File: config.mk
export PLATFORM = sky130hd
export DESIGN_NAME = float_rounder_pipe
export DESIGN_NICKNAME = d
export VERILOG_FILES = /design/src/rtl/float_rounder_pipe.sv
export SDC_FILE = /design/constraint.sdc
export NUM_CORES = 1
export LEC_CHECK = 0
export CAP_MARGIN = 20
export CORE_ASPECT_RATIO = 0.9
export CORE_UTILIZATION = 53
export DETAILED_ROUTE_END_ITERATION = 10
export HOLD_SLACK_MARGIN = 0.08
export PLACE_DENSITY = 0.95
export SLEW_MARGIN = 20
export SYNTH_ARGS = -nofsm -noshare
export SYNTH_HDL_FRONTEND = slang
export SYNTH_SLANG_ARGS = --single-unit
File: constraint.sdc
create_clock -name clock -period 3.49 [get_ports clock]
set_input_delay 0.698 -clock clock [delete_from_list [all_inputs] [get_ports clock]]
set_output_delay 0.698 -clock clock [all_outputs]
set_load 0.05 [all_outputs]
File: src/rtl/float_rounder_pipe.sv
// -----------------------------------------------------------------------------
// float_rounder_pipe
//
// Two-stage valid/ready pipeline that rounds an IN_WIDTH-bit unrounded
// significand to OUT_WIDTH bits. Four rounding modes are supported:
// nearest-even, toward zero, away from zero, and round-to-odd (jam).
//
// Stage 1 splits the input into the kept bits K, the guard bit G, the round
// bit R and the sticky bit S, and registers them together with the mode.
// Stage 2 registers the rounded result.
//
// Ports
//   clock       sole clock, rising edge
//   resetN      asynchronous active-low reset
//   inValid     input beat present
//   inReady     input beat accepted this cycle (no path from inValid)
//   inMant      unrounded magnitude, IN_WIDTH bits
//   inMode      00 nearest-even, 01 toward zero, 10 away from zero, 11 jam
//   outValid    result beat present
//   outReady    downstream accepts the result this cycle
//   outMant     rounded significand, modulo 2^OUT_WIDTH
//   outCarry    rounding overflowed past all-ones (true result 2^OUT_WIDTH)
//   outInexact  at least one dropped bit was nonzero
// -----------------------------------------------------------------------------
module float_rounder_pipe #(
  parameter int IN_WIDTH  = 32,
  parameter int OUT_WIDTH = 24
) (
  input  logic                 clock,
  input  logic                 resetN,
  input  logic                 inValid,
  output logic                 inReady,
  input  logic [IN_WIDTH-1:0]  inMant,
  input  logic [1:0]           inMode,
  output logic                 outValid,
  input  logic                 outReady,
  output logic [OUT_WIDTH-1:0] outMant,
  output logic                 outCarry,
  output logic                 outInexact
);

  // Number of bits below the round bit that fold into sticky.
  localparam int LOW_W = IN_WIDTH - OUT_WIDTH - 2;

  // ---------------------------------------------------------------------------
  // Field split of the incoming beat
  // ---------------------------------------------------------------------------
  logic [OUT_WIDTH-1:0] k_in;
  logic                 g_in;
  logic                 r_in;
  logic                 s_in;

  assign k_in = inMant[IN_WIDTH-1 -: OUT_WIDTH];
  assign g_in = inMant[LOW_W+1];
  assign r_in = inMant[LOW_W];

  generate
    if (LOW_W > 0) begin : g_sticky
      assign s_in = |inMant[LOW_W-1:0];
    end else begin : g_no_sticky
      // Nothing lies below the round bit.
      assign s_in = 1'b0;
    end
  endgenerate

  // ---------------------------------------------------------------------------
  // State
  // ---------------------------------------------------------------------------
  logic                 s1_valid_q, s1_valid_d;
  logic [OUT_WIDTH-1:0] k_q, k_d;
  logic                 g_q, g_d;
  logic                 r_q, r_d;
  logic                 s_q, s_d;
  logic [1:0]           mode_q, mode_d;

  logic                 out_valid_q, out_valid_d;
  logic [OUT_WIDTH-1:0] out_mant_q, out_mant_d;
  logic                 out_carry_q, out_carry_d;
  logic                 out_inexact_q, out_inexact_d;

  // Stage 2 can load when it is empty or its beat leaves this cycle; stage 1
  // can load under the same condition applied to itself.
  logic s2_ready;
  assign s2_ready = !out_valid_q | outReady;
  assign inReady  = !s1_valid_q | s2_ready;

  // ---------------------------------------------------------------------------
  // Rounding of the stage-1 contents
  // ---------------------------------------------------------------------------
  logic                 lost;
  logic                 inc;
  logic [OUT_WIDTH:0]   sum;
  logic [OUT_WIDTH-1:0] rnd_mant;
  logic                 rnd_carry;

  always_comb begin
    lost = g_q | r_q | s_q;
    inc  = 1'b0;
    case (mode_q)
      2'b00:   inc = g_q & (r_q | s_q | k_q[0]);  // tie rounds to even
      2'b10:   inc = lost;
      default: inc = 1'b0;                        // toward zero, jam
    endcase
    sum = {1'b0, k_q} + {{OUT_WIDTH{1'b0}}, inc};
    if (mode_q == 2'b11) begin
      // Jam: OR every discarded bit into the LSB; can never carry out.
      rnd_mant  = {k_q[OUT_WIDTH-1:1], k_q[0] | lost};
      rnd_carry = 1'b0;
    end else begin
      rnd_mant  = sum[OUT_WIDTH-1:0];
      rnd_carry = sum[OUT_WIDTH];
    end
  end

  // ---------------------------------------------------------------------------
  // Next-state logic
  // ---------------------------------------------------------------------------
  always_comb begin
    s1_valid_d    = s1_valid_q;
    k_d           = k_q;
    g_d           = g_q;
    r_d           = r_q;
    s_d           = s_q;
    mode_d        = mode_q;
    out_valid_d   = out_valid_q;
    out_mant_d    = out_mant_q;
    out_carry_d   = out_carry_q;
    out_inexact_d = out_inexact_q;

    if (inReady) begin
      s1_valid_d = inValid;
      // Data registers only move on a real transfer so idle inputs are ignored.
      if (inValid) begin
        k_d    = k_in;
        g_d    = g_in;
        r_d    = r_in;
        s_d    = s_in;
        mode_d = inMode;
      end
    end

    if (s2_ready) begin
      out_valid_d = s1_valid_q;
      if (s1_valid_q) begin
        out_mant_d    = rnd_mant;
        out_carry_d   = rnd_carry;
        out_inexact_d = lost;
      end
    end
  end

  always_ff @(posedge clock or negedge resetN) begin
    if (!resetN) begin
      s1_valid_q    <= 1'b0;
      k_q           <= '0;
      g_q           <= 1'b0;
      r_q           <= 1'b0;
      s_q           <= 1'b0;
      mode_q        <= 2'b00;
      out_valid_q   <= 1'b0;
      out_mant_q    <= '0;
      out_carry_q   <= 1'b0;
      out_inexact_q <= 1'b0;
    end else begin
      s1_valid_q    <= s1_valid_d;
      k_q           <= k_d;
      g_q           <= g_d;
      r_q           <= r_d;
      s_q           <= s_d;
      mode_q        <= mode_d;
      out_valid_q   <= out_valid_d;
      out_mant_q    <= out_mant_d;
      out_carry_q   <= out_carry_d;
      out_inexact_q <= out_inexact_d;
    end
  end

  assign outValid   = out_valid_q;
  assign outMant    = out_mant_q;
  assign outCarry   = out_carry_q;
  assign outInexact = out_inexact_q;

endmodule
Yosys cells after proc, flatten, opt, wreduce, memory -nomap -nowiden:

Cells that the tools add are included.

* add/sub/neg operators: 1
* equality and inequality tests: 2
* multiplexer cells: 3
* bitwise logic cells: 8
* reduce and logical (&&, ||, !) cells: 6

Operators with widths (count)
* 24-bit by 1-bit adder with 25-bit output: 1
* 24-bit two-way mux: 1
* 1-bit OR: 7
* 6-bit OR reduction: 1
* 2-bit == test, second input constant: 2
* 2-bit AND reduction: 2
* 1-bit logical NOT: 2
* 2-bit logical NOT: 1
* 1-bit one-hot mux with 2 select lines: 1
* 1-bit AND: 1
* 1-bit two-way mux: 1

* bits in registers: 57
* word-level logic and storage cells: 30

Logic depth before layout (Yosys ltp):

Gate-level depths: netlist of the first run.

* depth after elaboration: 6
* depth in mapped cells: 9

Worst setup path after synthesis of the first run:

Ideal clock, no wire load.

* path type: in2reg
* start: input port outReady
* end: register g_q
* setup time: 125 ps
* arrival time: 2169 ps
* data required time: 3365 ps
* setup slack: 1197 ps
* stages: 4
* cells stage by stage: nand3b_1 nand2_1 clkbuf_1 mux2_2

* cells in the longest elaborated chain, start to end: 3

RTL lines
* start, declared: RTL line 36 `input logic outReady,`
* 1-bit OR: RTL line 84 `assign s2_ready = !out_valid_q | outReady;`
* 1-bit OR: RTL line 85 `assign inReady = !s1_valid_q | s2_ready;`
* 2-bit AND reduction (no source line)
* end signal, assigned: RTL line 167 `g_q <= g_d;`
* end, declared: RTL line 71 `logic g_q, g_d;`

No other way between the ends.
A chain may end at the register's enable or synchronous reset.

Final worst setup path of the first run:

* start: input port outReady
* end: output port inReady

* cells in the longest elaborated chain, start to end: 2

RTL lines
* 1-bit OR: RTL line 84
* 1-bit OR: RTL line 85
* end, declared: RTL line 32 `output logic inReady,`

No other way between the ends.

==> results of run 1 <==
per-layer routing:
layer  global-route usage (%)  wire, µm  up-vias
li1                         -         -     1015
met1                     32.0      2540     1045
met2                     38.9      2970       90
met3                     7.58       372       13
met4                     10.5       130        0
met5                        0         0        -
power by group through the flow:
stage	logic, mW	clock network (mW)	registers (mW)
floorplan	0.200	0	1.10
global placement	0.642	0	0.882
detailed placement	0.662	0	0.893
CTS	0.666	0.537	0.884
global route	0.702	0.569	0.904
finish	0.662	0.531	0.886
cell families after synthesis:
family	synth area share [%]
fa+ha+maj	0.921
compound gates	10.2
mux	12.4
flops	52.5
buf+inv	4.84
simple gates	16.9
xor+xnor	2.26
metrics by stage:
stage               instances  setup WS, ns
floorplan                 239          1.20
global placement          359         0.682
detailed placement        359         0.652
CTS                       372         0.644
global route              372         0.586
finish                    372         0.637
layout make-up:
cell class	instances	area, µm²	share of cell area (%)
flip-flops and latches	57	1430	40.5
multi-input cells	165	1160	33.0
repair buffers	68	668	19.0
clock buffers	13	169	4.80
well taps	65	81.3	2.31
inverters	4	15.0	0.426
cell usage in the layout (no fill, tap or decap), types with 2 or more instances in the layout:
master,Yosys,routed
sky130_fd_sc_hd__clkdlybuf4s50_1,0,64
sky130_fd_sc_hd__dfrtp_1,57,57
sky130_fd_sc_hd__mux2_2,29,29
sky130_fd_sc_hd__nand2_1,18,18
sky130_fd_sc_hd__nor2_1,16,16
sky130_fd_sc_hd__a31oi_1,15,15
sky130_fd_sc_hd__o21ai_0,15,15
sky130_fd_sc_hd__clkbuf_8,5,12
sky130_fd_sc_hd__or4_1,11,11
sky130_fd_sc_hd__o31ai_1,10,10
sky130_fd_sc_hd__nand3_1,7,7
sky130_fd_sc_hd__xor2_1,6,6
sky130_fd_sc_hd__or3_1,5,5
sky130_fd_sc_hd__nand4_1,5,5
sky130_fd_sc_hd__inv_1,4,4
sky130_fd_sc_hd__nor3_1,3,3
sky130_fd_sc_hd__buf_4,0,3
sky130_fd_sc_hd__a21oi_1,2,2
sky130_fd_sc_hd__nand2b_1,2,2
sky130_fd_sc_hd__and4_1,2,2
sky130_fd_sc_hd__ha_1,2,2
how the worst min path moves through the flow:
| stage | from | endpoint | slack (ns) | cells past startpoint |
|---|---|---|---|---|
| global placement | outMant[0]$_DFFE_PN0P_ | outMant[0]$_DFFE_PN0P_ | 0.46 | 1 |
| global route | outMant[0]$_DFFE_PN0P_ | outMant[0]$_DFFE_PN0P_ | 0.51 | 1 |
| CTS | outMant[7]$_DFFE_PN0P_ | outMant[7]$_DFFE_PN0P_ | 0.48 | 2 |
| detailed placement | outMant[7]$_DFFE_PN0P_ | outMant[7]$_DFFE_PN0P_ | 0.47 | 2 |
| floorplan | resetN | g_q$_DFFE_PN0P_ | 0.40 | 0 |
| finish | resetN | k_q[0]$_DFFE_PN0P_ | 0.47 | 1 |
flip-flops by register name (all words and copies together) (netlist names):
name / flops
g_q: 1
k_q: 24
mode_q: 2
outCarry: 1
outInexact: 1
outMant: 24
outValid: 1
r_q: 1
s1_valid_q: 1
s_q: 1
==> flow_summary.json, run 1 <==
{
  "timing.max_cap.violations": 0,
  "via_per_inst": 5.81,
  "synthesis.nets": 279,
  "globalplace.congestion": 0.812,
  "drive_above_1_share_pct": 17.3,
  "design.die.area_mm2": 0.00542,
  "timing.rr.end": "outMant[23]$_DFFE_PN0P_",
  "timing.critical_path.required_ns": 2.79,
  "critical_path.max_fanout": 3,
  "arrival_time_reported_for_the_critical_path_endpoint_ns": 2.15,
  "clk_path_buf_depth": 2,
  "fill_cells": 343,
  "grt_pass1_wl_um": 10100,
  "num_rows": 24,
  "syn_to_final_growth_pct": 29.6,
  "ant_nets": 0,
  "power_report.internal_total_mw": 1.34,
  "min_period_over_period_pct": 81.7,
  "crit_chain": "clkdlybuf4s50_1 > nand3b_1 > clkdlybuf4s50_1",
  "wire_per_inst_um": 16.2,
  "swShare_pct": 35.5,
  "fin_crit_period_ns": 2.85,
  "post_cts_resized": 0,
  "post-synth-top-area-fraction_pct": 52.5,
  "drt_drc_violations_left": 0,
  "synth_largest_area_cell": "sky130_fd_sc_hd__dfrtp_1",
  "timing_worst_slew_pin_value_ns": 0.836,
  "power_dissipated_by_switching_net_loads_mw": 0.739,
  "clkSlewWorstSetupHoldPaths_ns": 0.06,
  "ys_top_cells_by_area": "sky130_fd_sc_hd__dfrtp_1, sky130_fd_sc_hd__mux2_2, sky130_fd_sc_hd__a31oi_1, sky130_fd_sc_hd__or4_1, sky130_fd_sc_hd__o21ai_0",
  "placement.cell_area_mm2": 0.00335,
  "floorplan.initialDensity_pct": 55.5,
  "num_antenna_cells": 0,
  "hp-class": "primary input to asynchronous set/reset pin",
  "synth.lib_cells_used.distinct": 39,
  "fin_skew_ns": 0.00665,
  "achievable-frequency_ghz": 0.351,
  "critical_path.top_delay_family": "buffers and inverters",
  "vias": 2163,
  "status": "completed",
  "rsz_0062_raised_after_global_routing": "no",
  "cts.root.buffer_cell": "sky130_fd_sc_hd__clkbuf_8",
  "cp-start-kind": "primary input",
  "ys_top_cells_by_count": "sky130_fd_sc_hd__dfrtp_1, sky130_fd_sc_hd__mux2_2, sky130_fd_sc_hd__nand2_1",
  "dp.final_hpwl_um": 4220,
  "synth-edff-count": 0,
  "crit-reg2reg-launch": "k_q[0]$_DFFE_PN0P_",
  "grt_total_usage_pct": 24.8,
  "post-synth-top-count-cell": "sky130_fd_sc_hd__dfrtp_1",
  "cts-htree-levels": 3,
  "number_of_antenna_violations_at_the_first_check_in_global_routing": 0,
  "clkSinkCount": 57,
  "core-area_mm2": 0.00489,
  "drtPass1Iterations": 4,
  "die_width_um": 77.5,
  "total_gr_overflow": 0,
  "worst_r2r_path_cells": 8,
  "crit_path_start": "outReady",
  "grt_max_degree": 40,
  "synthFlopType": "sky130_fd_sc_hd__dfrtp_1",
  "cp_num_cells": 3,
  "clock_latency_ns": 0.33,
  "buf_inv_on_cp": 2,
  "critical-path-top-cell-by-count": "sky130_fd_sc_hd__clkdlybuf4s50_1",
  "io_buffer_count": 65,
  "report.final.hold_viol_count": 0,
  "final-setup-viol-count": 0,
  "cts_tree": "built",
  "asyncSetResetFlopFracSynth_pct": 100,
  "post-cts-setup-buffers": 0,
  "via_count_of_the_first_global_routing_pass": 2147,
  "layout.nets": 345,
  "clock_power_share_pct": 25.5,
  "cts_hold_repair.buffers": 0,
  "die_h_um": 69.9,
  "utilization_pct": 71.9,
  "numCtsBuffers": 9,
  "postSynthRegisterBits": 57,
  "yosys_warn_count": 0,
  "detailedRoute.firstIterationViolations": 260,
  "power.density_cell_area_mw_per_mm2": 591,
  "power.share.sequential_pct": 42.6,
  "slew-limit-headroom_pct": 44.3,
  "ff2ff_setup_slack_ns": 0.99,
  "ioPinCount": 66,
  "crit_path_max_incr_delay_ns": 0.82,
  "p_leak_nw": 1.40,
  "synth.yosys.seq_area_share_pct": 52.5,
  "critPathKind": "primary input to primary output",
  "crit_path_top_delay_cell": "sky130_fd_sc_hd__clkdlybuf4s50_1",
  "synth.avg_cell_area_um2": 11.4,
  "finalWirelength_um": 6010,
  "setup.worst_path.end": "inReady",
  "timing.critical_path.to_type": "primary output",
  "max-vdd-ir-drop_mv": 0.312,
  "tightest_hold_margin_ns": 0.475,
  "synth_cells": 239,
  "post-layout-total-power_mw": 2.08,
  "fin_area_mm2": 0.00352,
  "synth.cell_area_mm2": 0.00272,
  "power_frac_comb_pct": 31.8,
  "setup_total_negative_slack_ns": 0,
  "timing.final.max_slew_violations": 0
}
(Power assumes the default switching activity.)
==> inputs of run 2 (changes only) <==
CORE_UTILIZATION = 44   (was 53)
PLACE_DENSITY = 0.85   (was 0.95)
clock period = 2.4 ns   (was 3.49 ns; I/O delays follow)
==> run 2 against run 1 <==
Compared with the run above: the run now ends with DRC left; largest cell class unchanged; combinational power up 46%; critical path depth up 5; largest power group unchanged; wire length down 4.3%; sequential power up 46%; global-route usage down 5.6 points; hold slack worse by 0.39 ns; setup slack worse by 0.48 ns; first-iteration DRC count down 27%; sequential share of layout area down 0.94 points; critical path type is now flip-flop to flip-flop; total power up 49%.
==> flow_summary.json, run 2 (synthesis gave the netlist of run 1 again) <==
{
  "rsz_0062_raised_after_global_routing": "no",
  "hp-class": "primary input to asynchronous set/reset pin",
  "dpl.cell_count": 367,
  "cp-start-kind": "flip-flop",
  "dp.final_hpwl_um": 4240,
  "die_width_um": 84.8,
  "achievable-frequency_ghz": 0.445,
  "clkSlewWorstSetupHoldPaths_ns": 0.06,
  "detailedRoute.firstIterationViolations": 189,
  "timing.final.max_slew_violations": 0,
  "wire_per_inst_um": 15.0,
  "num_antenna_cells": 0,
  "mostFrequentLayoutCell": "sky130_fd_sc_hd__clkdlybuf4s50_1",
  "fraction_of_met3_tracks_used_by_global_routing_pct": 3.36,
  "crit_path_max_incr_delay_ns": 0.55,
  "report.final.hold_viol_count": 0,
  "status": "complete, but fails checks",
  "floorplan.initialDensity_pct": 46.6,
  "clk_path_buf_depth": 2,
  "syn_to_final_growth_pct": 32.7,
  "timing.max_cap.violations": 0,
  "timing.critical_path.to_type": "flip-flop",
  "critical-path-top-cell-by-count": "sky130_fd_sc_hd__ha_1",
  "ant_nets": 0,
  "cts-htree-levels": 3,
  "grt_pass1_wl_um": 9640,
  "critPathKind": "flip-flop to flip-flop",
  "stdcell_count": 383,
  "gr-max-usage-layer": "met2",
  "global_route.usage.met2_pct": 29.0,
  "post-cts-setup-buffers": 0,
  "clock_latency_ns": 0.33,
  "finalWirelength_um": 5750,
  "ioPinCount": 66,
  "layout.cells.most_common_list": "sky130_fd_sc_hd__clkdlybuf4s50_1, sky130_fd_sc_hd__dfrtp_1, sky130_fd_sc_hd__mux2_2",
  "die_h_um": 76.5,
  "vias": 2073,
  "cts_tree": "built",
  "arrival_time_reported_for_the_critical_path_endpoint_ns": 2.50,
  "slew-limit-headroom_pct": 64.7,
  "drt_drc_violations_left": 6,
  "crit_chain": "or3_1 > a21oi_1 > nor3_1 > ha_1 > ha_1 > nand4_4 > or4_1 > a31oi_1",
  "layout.nets": 348,
  "fin_crit_period_ns": 2.25,
  "cts_hold_repair.buffers": 0,
  "io_buffer_count": 65,
  "min_period_over_period_pct": 93.6,
  "power.density_cell_area_mw_per_mm2": 860,
  "num_rows": 26,
  "crit_path_top_delay_cell": "sky130_fd_sc_hd__or4_1",
  "setup_total_negative_slack_ns": 0,
  "grt_max_degree": 31,
  "number_of_antenna_violations_at_the_first_check_in_global_routing": 0,
  "grt_total_usage_pct": 19.2,
  "clkSinkCount": 57,
  "max-vdd-ir-drop_mv": 0.305,
  "final-setup-viol-count": 0,
  "total_gr_overflow": 0,
  "failing_checks": "DRC",
  "core-area_mm2": 0.00582,
  "design.die.area_mm2": 0.00649,
  "timing.critical_path.required_ns": 2.65,
  "fin_skew_ns": 0.00570,
  "p_leak_nw": 1.44,
  "timing_worst_slew_pin_value_ns": 0.529,
  "cts.root.buffer_cell": "sky130_fd_sc_hd__clkbuf_8",
  "drtPass1Iterations": 8,
  "globalplace.congestion": 0.873,
  "numCtsBuffers": 9,
  "global_route.usage.met1_pct": 25.6,
  "via_count_of_the_first_global_routing_pass": 2049,
  "via_per_inst": 5.41,
  "drive_above_1_share_pct": 19.2,
  "critical_path.max_fanout": 16
}
## run 2: changes by cell type in the layout (fill, tap and decap cells not counted)
| cell | before | now |
|---|---|---|
| sky130_fd_sc_hd__buf_12 | 0 | 2 |
| sky130_fd_sc_hd__buf_4 | 3 | 5 |
| sky130_fd_sc_hd__clkinv_2 | 0 | 2 |
| sky130_fd_sc_hd__clkbuf_8 | 12 | 13 |
| sky130_fd_sc_hd__clkdlybuf4s50_1 | 64 | 63 |
| sky130_fd_sc_hd__nand4_2 | 1 | 0 |
| sky130_fd_sc_hd__nand4_4 | 1 | 2 |
## run 2: final cells by class
cell class	count	area, µm²
Fill cell	450	2220
Sequential cell	57	1430
Multi-Input combinational cell	165	1170
Timing Repair Buffer	71	713
Clock buffer	14	183
Tap cell	70	87.6
Inverter	4	15.0
Clock inverter	2	10.0
## run 2: per-layer routing
layer  vias up  part of all wire (%)
li1       1017                     -
met1       978                    45
met2        68                    48
met3        10                   4.8
met4         0                   2.3
met5         -                     0
## run 2: repair_timing
item / 4_1_cts / 5_1_grt
resized for setup: 0 / 1
endpoints found under the setup margin: 0 / 1
endpoints found under the hold margin: 0 / 0
## run 2: critical path: cells and delay by family, from the launching register on
| kind | cells | cell delay (ns) |
|---|---|---|
| and+or+nand+nor | 4 | 1.10 |
| adders and majority gates | 2 | 0.43 |
| DFF | 1 | 0.38 |
| AOI/OAI and AO/OA | 2 | 0.25 |
## run 2: metrics by stage
stage / utilization, % / setup slack [ns] / hold WS, ns / total power, mW / cell area, µm²
6_report: 61.9 / 0.154 / 0.0864 / 3.10 / 3600
5_1_grt: 61.9 / 0.0337 / 0.128 / 3.23 / 3600
4_1_cts: 61.8 / 0.107 / 0.101 / 3.11 / 3600
3_5_place_dp: 58.4 / 0.122 / 0.459 / 2.27 / 3400
3_3_place_gp: 58.4 / 0.250 / 0.456 / 2.24 / 3400
2_1_floorplan: - / 0.134 / 0.184 / 1.89 / 2720
## run 2: path summary, 6_finish.rpt
kind	from	to	slack, ns	cells after the start
worst max-delay path	k_q[0]$_DFFE_PN0P_	outMant[20]$_DFFE_PN0P_	0.15	8
worst min-delay path	resetN	outMant[10]$_DFFE_PN0P_	0.09	1
worst max register to register	k_q[0]$_DFFE_PN0P_	outMant[20]$_DFFE_PN0P_	0.15	8
worst min register to register	outMant[6]$_DFFE_PN0P_	outMant[6]$_DFFE_PN0P_	0.48	2
max in group asynchronous	resetN	k_q[9]$_DFFE_PN0P_	1.68	2
min in group clock	outMant[6]$_DFFE_PN0P_	outMant[6]$_DFFE_PN0P_	0.48	2
## run 2: report_power, final
group / switching [mW] / total (mW) / internal, mW / leakage [nW]
clock: 0.360 / 0.844 / 0.484 / 0.102
combinational: 0.583 / 0.969 / 0.386 / 0.674
sequential: 0.154 / 1.29 / 1.13 / 0.660
total: 1.10 / 3.10 / 2.00 / 1.44
